File: src/rtl/enc_framer_pkg.sv
// ---------------------------------------------------------------------------
// enc_framer_pkg : shared K-symbol codes and state encoding for the tx framer
// Rev 1.0
// ---------------------------------------------------------------------------
`default_nettype none

package enc_framer_pkg;

   localparam logic [7:0] K28_5 = 8'hBC;  // idle comma
   localparam logic [7:0] K27_7 = 8'hFB;  // start of frame
   localparam logic [7:0] K29_7 = 8'hFD;  // end of frame
   localparam logic [7:0] K23_7 = 8'hF7;  // underrun pad
   localparam logic [7:0] K30_7 = 8'hFE;  // error delimiter

   typedef enum logic [2:0] {
      IDLE  = 3'd0,
      SOF   = 3'd1,
      DATA  = 3'd2,
      CHK   = 3'd3,
      EOF   = 3'd4,
      ERR   = 3'd5,
      DRAIN = 3'd6
   } state_t;

endpackage

`default_nettype wire

File: src/rtl/framer_stats.sv
// ---------------------------------------------------------------------------
// framer_stats : wrapping packet counter and saturating error counter
// Rev 1.0
// ---------------------------------------------------------------------------
`default_nettype none

module framer_stats (
   input  logic        clk,
   input  logic        rst_n,
   input  logic        i_pkt_inc,
   input  logic        i_err_inc,
   output logic [15:0] o_pkt_cnt,
   output logic [7:0]  o_err_cnt
);

   logic [15:0] r_pkt_cnt;
   logic [7:0]  r_err_cnt;

   always_ff @(posedge clk or negedge rst_n) begin
      if (!rst_n) begin
         r_pkt_cnt <= 16'd0;
         r_err_cnt <= 8'd0;
      end else begin
         if (i_pkt_inc) begin
            r_pkt_cnt <= r_pkt_cnt + 16'd1;
         end
         if (i_err_inc && (r_err_cnt != 8'hFF)) begin
            r_err_cnt <= r_err_cnt + 8'd1;
         end
      end
   end

   assign o_pkt_cnt = r_pkt_cnt;
   assign o_err_cnt = r_err_cnt;

endmodule

`default_nettype wire

File: src/rtl/enc_tx_framer.sv
// ---------------------------------------------------------------------------
// enc_tx_framer : byte-stream to 8B/10B symbol framer (one symbol per clock)
// Rev 1.0
// ---------------------------------------------------------------------------
`default_nettype none

module enc_tx_framer
   import enc_framer_pkg::*;
#(
   parameter int IFG     = 4,
   parameter int MAX_LEN = 1518,
   parameter int CHK_EN  = 1
) (
   input  logic        clk,
   input  logic        rst_n,
   input  logic [7:0]  s_data,
   input  logic        s_valid,
   input  logic        s_last,
   output logic        s_ready,
   output logic [7:0]  enc_data,
   output logic        enc_k,
   output logic [15:0] pkt_cnt,
   output logic [7:0]  err_cnt,
   output logic        in_frame
);

   localparam logic [7:0]  c_IFG = 8'(IFG);
   localparam logic [15:0] c_MAX = 16'(MAX_LEN);

   state_t      r_state;
   logic [7:0]  r_gap;
   logic [15:0] r_cnt;
   logic [7:0]  r_chk;
   logic [7:0]  r_data;
   logic        r_k;
   logic        r_in_frame;

   state_t      w_state_nxt;
   logic [7:0]  w_gap_nxt;
   logic [15:0] w_cnt_nxt;
   logic [7:0]  w_chk_nxt;
   logic [7:0]  w_sym;
   logic        w_k;
   logic        w_frame;
   logic        w_pkt_inc;
   logic        w_err_inc;
   logic [7:0]  w_gap_inc;
   logic [15:0] w_cnt_inc;

   // Gap counts idles including the current one, so SOF follows exactly IFG idles.
   assign w_gap_inc = (r_gap == c_IFG) ? r_gap : r_gap + 8'd1;
   assign w_cnt_inc = r_cnt + 16'd1;

   always_comb begin
      w_state_nxt = r_state;
      w_gap_nxt   = r_gap;
      w_cnt_nxt   = r_cnt;
      w_chk_nxt   = r_chk;
      w_sym       = K28_5;
      w_k         = 1'b1;
      w_frame     = 1'b0;
      w_pkt_inc   = 1'b0;
      w_err_inc   = 1'b0;
      case (r_state)
         IDLE: begin
            w_gap_nxt = w_gap_inc;
            if ((w_gap_inc == c_IFG) && s_valid) begin
               w_state_nxt = SOF;
            end
         end
         SOF: begin
            w_sym       = K27_7;
            w_frame     = 1'b1;
            w_chk_nxt   = 8'd0;
            w_cnt_nxt   = 16'd0;
            w_state_nxt = DATA;
         end
         DATA: begin
            w_frame = 1'b1;
            if (s_valid) begin
               w_sym     = s_data;
               w_k       = 1'b0;
               w_chk_nxt = r_chk ^ s_data;
               w_cnt_nxt = w_cnt_inc;
               // s_last on the final allowed byte still closes a legal packet.
               if (s_last) begin
                  w_state_nxt = (CHK_EN != 0) ? CHK : EOF;
               end else if (w_cnt_inc == c_MAX) begin
                  w_state_nxt = ERR;
               end
            end else begin
               w_sym = K23_7;
            end
         end
         CHK: begin
            w_sym       = r_chk;
            w_k         = 1'b0;
            w_frame     = 1'b1;
            w_state_nxt = EOF;
         end
         EOF: begin
            w_sym       = K29_7;
            w_frame     = 1'b1;
            w_pkt_inc   = 1'b1;
            w_gap_nxt   = 8'd0;
            w_state_nxt = IDLE;
         end
         ERR: begin
            w_sym       = K30_7;
            w_frame     = 1'b1;
            w_err_inc   = 1'b1;
            w_state_nxt = DRAIN;
         end
         DRAIN: begin
            if (s_valid && s_last) begin
               w_gap_nxt   = 8'd0;
               w_state_nxt = IDLE;
            end
         end
         default: begin
            w_state_nxt = IDLE;
         end
      endcase
   end

   always_ff @(posedge clk or negedge rst_n) begin
      if (!rst_n) begin
         r_state    <= IDLE;
         r_gap      <= 8'd0;
         r_cnt      <= 16'd0;
         r_chk      <= 8'd0;
         r_data     <= K28_5;
         r_k        <= 1'b1;
         r_in_frame <= 1'b0;
      end else begin
         r_state    <= w_state_nxt;
         r_gap      <= w_gap_nxt;
         r_cnt      <= w_cnt_nxt;
         r_chk      <= w_chk_nxt;
         r_data     <= w_sym;
         r_k        <= w_k;
         r_in_frame <= w_frame;
      end
   end

   assign s_ready  = (r_state == DATA) || (r_state == DRAIN);
   assign enc_data = r_data;
   assign enc_k    = r_k;
   assign in_frame = r_in_frame;

   framer_stats u_stats (
      .clk       (clk),
      .rst_n     (rst_n),
      .i_pkt_inc (w_pkt_inc),
      .i_err_inc (w_err_inc),
      .o_pkt_cnt (pkt_cnt),
      .o_err_cnt (err_cnt)
   );

endmodule

`default_nettype wire
File: config.mk
export PLATFORM = sky130hd
export DESIGN_NAME = enc_tx_framer
export DESIGN_NICKNAME = d
export VERILOG_FILES = /design/src/rtl/enc_framer_pkg.sv /design/src/rtl/framer_stats.sv /design/src/rtl/enc_tx_framer.sv
export SDC_FILE = /design/constraint.sdc
export NUM_CORES = 1
export LEC_CHECK = 0
export CAP_MARGIN = 40
export CORE_MARGIN = 2
export CORE_UTILIZATION = 52
export CTS_BUF_LIST = sky130_fd_sc_hd__clkbuf_4 sky130_fd_sc_hd__clkbuf_8
export DETAILED_ROUTE_END_ITERATION = 16
export HOLD_SLACK_MARGIN = 0.1
export PLACE_DENSITY = 0.75
export SLEW_MARGIN = 20
export SYNTH_ARGS = -nofsm -noshare
export SYNTH_HDL_FRONTEND = slang
export SYNTH_HIERARCHICAL = 1
export SYNTH_SLANG_ARGS = --single-unit
File: constraint.sdc
create_clock -name clk -period 2.3 [get_ports clk]
set_input_delay 0.69 -clock clk [delete_from_list [all_inputs] [get_ports clk]]
set_output_delay 0.69 -clock clk [all_outputs]
set_load 0.005 [all_outputs]
==> results.md, run 1 <==
* Met3 Usage GRT at 4.524%
* Via Count at approximately 3300
* GRT busiest layer: met2
* Met1 Use GR at 33.53%
* Post-Syn Instances at 398
* Maximum vdd ir drop at 641.8 uV
* CP max-delay cell: or4_4
* Vias in the first global route at 3167
* Htree depth at 3
* Leak pwr at 2.082 nW
* Std cell rows at 30
* Detailed Routing Iterations Pass 1 at 4
* Yosys warns at 6
* Critical Path Start Type: flip-flop
* Placed cell area at about 4500 um^2
* Full die area at just under 8000 um^2
* Final Skew at about 13 ps
* Die Y at roughly 89 um
* Number of setup violations in the final report at 0
* Multi-input logic area at 1926 um^2
* Number of max-cap violations at 0
* Proportion of layout cells with a drive suffix above 1 at 17.68%
* GR Util met2 at between 30% and 40%
* Fmax at 448.1 MHz
* Fill cells at ~560
* Post-synth EDFFs at 0
* Final Hold Viols at 0
* Top_reg_cell synth: dfrtp_1
* Slew Viols, Final at 0
* Design area at 4806 um^2
* TritonCTS buffer count at 9
* Post-synthesis cell type count at 61
* Kind of critical path: flip-flop to flip-flop
* Crit. End Element: flip-flop
* DRT Wirelength at between 8000 and 9000 um
* Crit path cell chain: buf_6 > nand4_1 > buf_4 > nor3_2 > xnor2_1 > nand2_1 > or4_4 > o41a_1
* Crit share post-route at 97.03%
* HP Class: input pin to async pin
* Avg Cell Area, Syn at around 9.4 um^2
* Clk Tree Root Cell: clkbuf_8
* Final setup TNS at 0 ps
* Sequential area share after synthesis at 46.15%
* Synth top area share at 41.96%
* Synthesized area at 3757 um^2
* Slew headroom at 62.05%
* Final ANT Viol Nets at 0
* TritonCTS clock tree: built
* First-pass GRT wire length at 15170 um
* Antenna violations before repair at 0
* Most common cell after layout, fill and taps aside: dfrtp_1
* Worst-path maximum fanout at 5
* Clk sinks at 69
* Die X at 89.01 um
* Port-buffer cells at 46
* Antenna cells at 0
* I/O pin count at 47
* Worst slew pin tran at 567.2 ps
* Nets at 488
* Asr flop ratio synth at 100.0%
* Iter 0 DRT Violations at 176
* Total grt overflow at 0
* Synth-to-Final Area Change at 27.91%
* Register Area at about 1700 um^2
* CP Data Arrival Time at 2460 ps
* Drc violations at 0
* Clk_lat worst skew at 350 ps
* Outcome: complete, no violations
* Top cell type by total area after synthesis: dfrtp_1
* Clock transition at the registers of the reported paths at around 80 ps
* Most frequent cells in the layout: dfrtp_1, clkdlybuf4s50_1, nand2_1, o21ai_0, nor2_1
* Vias per inst at 5.804
* Initial Util at 54.40%
* Placed wire-length estimate at 6257 um
* Placer Congestion at 0.8505
* Total track usage at 24.46%
* Synthesized flop and latch total at between 60 and 70
* Top cells by area, synth: dfrtp_1, o21ai_0, nand2_1
* CP required at 2530 ps
* Tmin final at about 2200 ps
* Routed WL per cell at 15.75 um
* Syn Nets at approximately 420
* Max Root-Sink Buffers at 2
* P per Cell Area at 1047 nW/um^2
* Core area at 6907 um^2
* CP peak stage delay at around 560 ps
* Largest net degree at the start of global routing at 45
-- final cells by class --
cell class	instances	area share, %
Inverter	11	0.8592
Clock inverter	5	2.213
Tap cell	96	2.499
Multi-Input combinational cell	300	40.07
Sequential cell	69	36.08
Timing Repair Buffer	79	15.13
Clock buffer	11	3.150
-- worst max-delay path: cells and delay by family (launching register included) --
family	cells	cell delay, ps
AO/OA/AOI/OAI	1	320
XOR/XNOR	1	150
buffers and inverters	2	290
flip-flops	1	380
AND/OR/NAND/NOR	4	970
-- logic make-up after synthesis --
logic type	after synthesis	synth area share (%)
XOR/XNOR	33	7.692
AO/OA/AOI/OAI	100	16.82
AND/OR/NAND/NOR	156	22.54
buffers and inverters	29	3.330
flip-flops	69	46.15
multiplexers	5	1.465
adder cells (fa/ha/maj)	6	1.998
-- what timing repair did --
| action | CTS | global route |
|---|---|---|
| hold buffers | 0 | 0 |
| endpoints found under the hold margin | 0 | 0 |
| gates resized for setup | 0 | 10 |
| setup buffers | 0 | 2 |
| endpoints found under the setup margin | 0 | 3 |
-- state kept, by name, summed over array words and instances, names as in the netlist --
name and cells:
r_gap 8, u_stats/o_err_cnt 8, in_frame 1, enc_k 1, enc_data 8, r_cnt 16, r_chk 8, u_stats/o_pkt_cnt 16
r_state 3
-- synthesized netlist by cell type, types with 3 or more instances --
cell type / number
dfrtp_1: 63
nor2_1: 32
xor2_1: 16
inv_1: 10
buf_2: 3
nand4_2: 4
o22ai_1: 6
and3_1: 5
nand4_1: 9
dfstp_2: 6
and2_1: 4
o21ai_0: 41
o31ai_1: 7
a21boi_0: 4
nand2b_1: 4
clkbuf_1: 11
or3_1: 3
nand4b_1: 3
ha_1: 6
a31oi_1: 8
nand2_1: 43
a21oi_1: 15
nor3_1: 11
nand3_1: 20
xnor2_1: 17
mux2_2: 4
-- power breakdown --
group | switching, W | total (W) | internal, W | leakage (nW)
Clock | 0.000474 | 0.00126 | 0.000782 | 0.126
Combinational | 0.00105 | 0.00201 | 0.000961 | 1.05
Sequential | 0.000248 | 0.00176 | 0.00152 | 0.905
Total | 0.00178 | 0.00503 | 0.00326 | 2.08
-- layer usage --
| metal | share of wire [%] | up-vias |
|---|---|---|
| li1 | - | 1577 |
| met1 | 45 | 1637 |
| met2 | 50 | 90 |
| met3 | 3.6 | 10 |
| met4 | 1.0 | 0 |
| met5 | 0 | - |
-- worst paths after layout --
kind                                        from                    end  slack, ps  cells past startpoint
max in group asynchronous                  rst_n            enc_data[7]       1480                      2
min in group clk           u_stats/o_pkt_cnt[15]  u_stats/o_pkt_cnt[15]        480                      1
max                                     r_cnt[1]             r_state[1]         70                      8
min reg2reg                u_stats/o_pkt_cnt[15]  u_stats/o_pkt_cnt[15]        480                      1
max reg2reg                             r_cnt[1]             r_state[1]         70                      8
min                                        rst_n  u_stats/o_pkt_cnt[13]        230                      1
-- per-stage QoR --
| step | power, W | hold slack (ps) | util [%] | setup slack [ps] | instances |
|---|---|---|---|---|---|
| after detailed placement | 0.003710 | 474.1 | 64.96 | -156.2 | 552 |
| after CTS | 0.004982 | 234.6 | 68.70 | 26.94 | 568 |
| after global routing | 0.005375 | 240.6 | 69.58 | -40.77 | 571 |
| final | 0.005033 | 228.0 | 69.58 | 68.26 | 571 |
| after global placement | 0.003656 | 462.0 | 64.96 | -84.42 | 552 |
| after floorplan | 0.002908 | 394.4 | - | 79.47 | 398 |
No activity file was read; power rests on OpenSTA's default activity.
==> inputs of run 2 (changes only) <==
Settings changed: CORE_UTILIZATION 52 to 58, PLACE_DENSITY 0.75 to 0.8, TNS_END_PERCENT set to 10.
Clock period 2.3 ns to 2.25 ns, I/O delays scaled along.
==> run 2 against run 1 <==
  * Hold slack better by 110 ps
  * Worst setup slack worse by 42 ps
  * First-iteration DRC count down 8.0%
  * Critical endpoint is now r_state[0]
==> results.md, run 2 (synthesis results as in run 1) <==
* TritonCTS clock tree: built
* Full die area at between 7000 and 8000 um^2
* Leak pwr at 2.090 nW
* Seq pwr share at 36.3%
* Initial Util at 59.51%
* Sw Share at roughly 37%
* Die X at 84.49 um
* Slew headroom at approximately 65%
* Htree depth at 3
* Number of max-cap violations at 0
* Drc violations at 0
* Final setup TNS at 0 ps
* Final Skew at about 6 ps
* Slew Viols, Final at 0
* Worst path top cell family by delay: compound AO/OA/AOI/OAI gates
* I/O pin count at 47
* Unrepaired setup endpoints after global routing: true
* Most frequent cells in the layout: dfrtp_1, clkdlybuf4s50_1, nand2_1, o21ai_0, buf_4
* Antenna cells at 0
* First-pass GRT wire length at 14630 um
* Total power at 0.005041 W
* Final Hold Viols at 0
* Clock transition at the registers of the reported paths at 80 ps
* CP max-delay cell: or4_4
* Max Root-Sink Buffers at 2
* Clk pwr share at 22.5%
* Total track usage at about a quarter
* Register Area at 1742 um^2
* Outcome: complete, no violations
* Std cell rows at 29
* Vias in the first global route at around 3100
* CP required at around 2500 ps
* Placed wire-length estimate at roughly 6000 um
* CP peak stage delay at between 400 and 500 ps
* Critical Path Start Type: flip-flop
* DRT Wirelength at 8706 um
* Clk_lat worst skew at about 350 ps
* Core Util, Final at 75.53%
* WHS at 333.6 ps
* Int Pwr at 0.003189 W
* Fill cells at 457
* Crit path cell chain: ha_2 > buf_4 > nand2_1 > o31ai_1 > a32o_1 > nand3_1 > or4_4 > a2111oi_4
* P per Cell Area at 1057 nW/um^2
* Detailed Routing Iterations Pass 1 at 5
* Antenna violations before repair at 0
* Placer Congestion at 0.9482
* Gate power share at between 40 and 50%
* Fmax at 449.7 MHz
* Crit share post-route at 98.83%
* Final ANT Viol Nets at 0
* Iter 0 DRT Violations at 162
* Kind of critical path: flip-flop to flip-flop
* HP Class: input pin to async pin
* Psw at 0.001852 W
* Most common cell after layout, fill and taps aside: dfrtp_1
* Clk Tree Root Cell: clkbuf_8
* Crit. End Element: flip-flop
* Vias per inst at 5.848
* Tmin final at around 2200 ps
* Core area at 6314 um^2
* Multi-input logic area at slightly below 2000 um^2
* Port-buffer cells at 46
* Die Y at 84.49 um
* CP Data Arrival Time at 2470 ps
* Synth-to-Final Area Change at 26.91%
* Post-CTS Hold Buffers at 0
* Total grt overflow at 0
* Worst-path maximum fanout at 6
* Maximum vdd ir drop at roughly 790 uV
* Crit path buf inv count at 1
* Via Count at 3240
* Nets at 490
* Number of setup violations in the final report at 0
* DP Worst Slack at -258.0 ps
* TritonCTS buffer count at 9
* Routed WL per cell at around 16 um
* Worst slew pin tran at 523.7 ps
* Largest net degree at the start of global routing at 70
* Clk sinks at 69
* Final worst slack at 26.32 ps
* Proportion of layout cells with a drive suffix above 1 at between 10% and 20%
==> run 2: path summary, 6_finish.rpt <==
kind	startpoint	to	slack, ps	depth (start not counted)
max	r_cnt[0]	r_state[0]	30	8
min	rst_n	u_stats/o_pkt_cnt[7]	330	2
max reg2reg	r_cnt[0]	r_state[0]	30	8
min reg2reg	u_stats/o_pkt_cnt[15]	u_stats/o_pkt_cnt[15]	480	1
max in group asynchronous	rst_n	enc_data[5]	1590	2
min in group clk	u_stats/o_pkt_cnt[15]	u_stats/o_pkt_cnt[15]	480	1
==> run 2: metal layers <==
metal  global-route usage [%]  part of all wire (%)  vias to the layer above
met2                    40.30                    49                       87
li1                         -                     -                     1587
met3                    5.310                   4.8                       15
met5                        0                     0                        -
met4                    9.957                   1.7                        0
met1                    34.60                    44                     1551
==> run 2: metrics by stage <==
step / cell area, um^2 / std cells
floorplan: 3757 / 398
global placement: 4493 / 537
detailed placement: 4493 / 537
CTS: 4722 / 553
global route: 4768 / 554
finish: 4768 / 554
==> run 2: power by group through the flow <==
stage               logic (W)  registers (W)  clock network (W)
floorplan             0.00122        0.00175                  0
global placement      0.00195        0.00183                  0
detailed placement    0.00202        0.00184                  0
CTS                   0.00203        0.00182            0.00116
global route          0.00230        0.00187            0.00120
finish                0.00208        0.00183            0.00113
==> run 2: cell type report <==
cell class	instances	area share (%)
clock inverter	7	2.047
tap	77	2.020
timing repair buffer	81	15.32
clock buffer	9	2.598
inverter	11	0.8659
sequential	69	36.53
multi-input combinational	300	40.62
==> run 2: repair_timing <==
action	in CTS	in global routing
buffers inserted	0	0
pin swaps	0	2
resized for setup	3	11
endpoints found under the hold margin	0	0
endpoints found under the setup margin	2	3
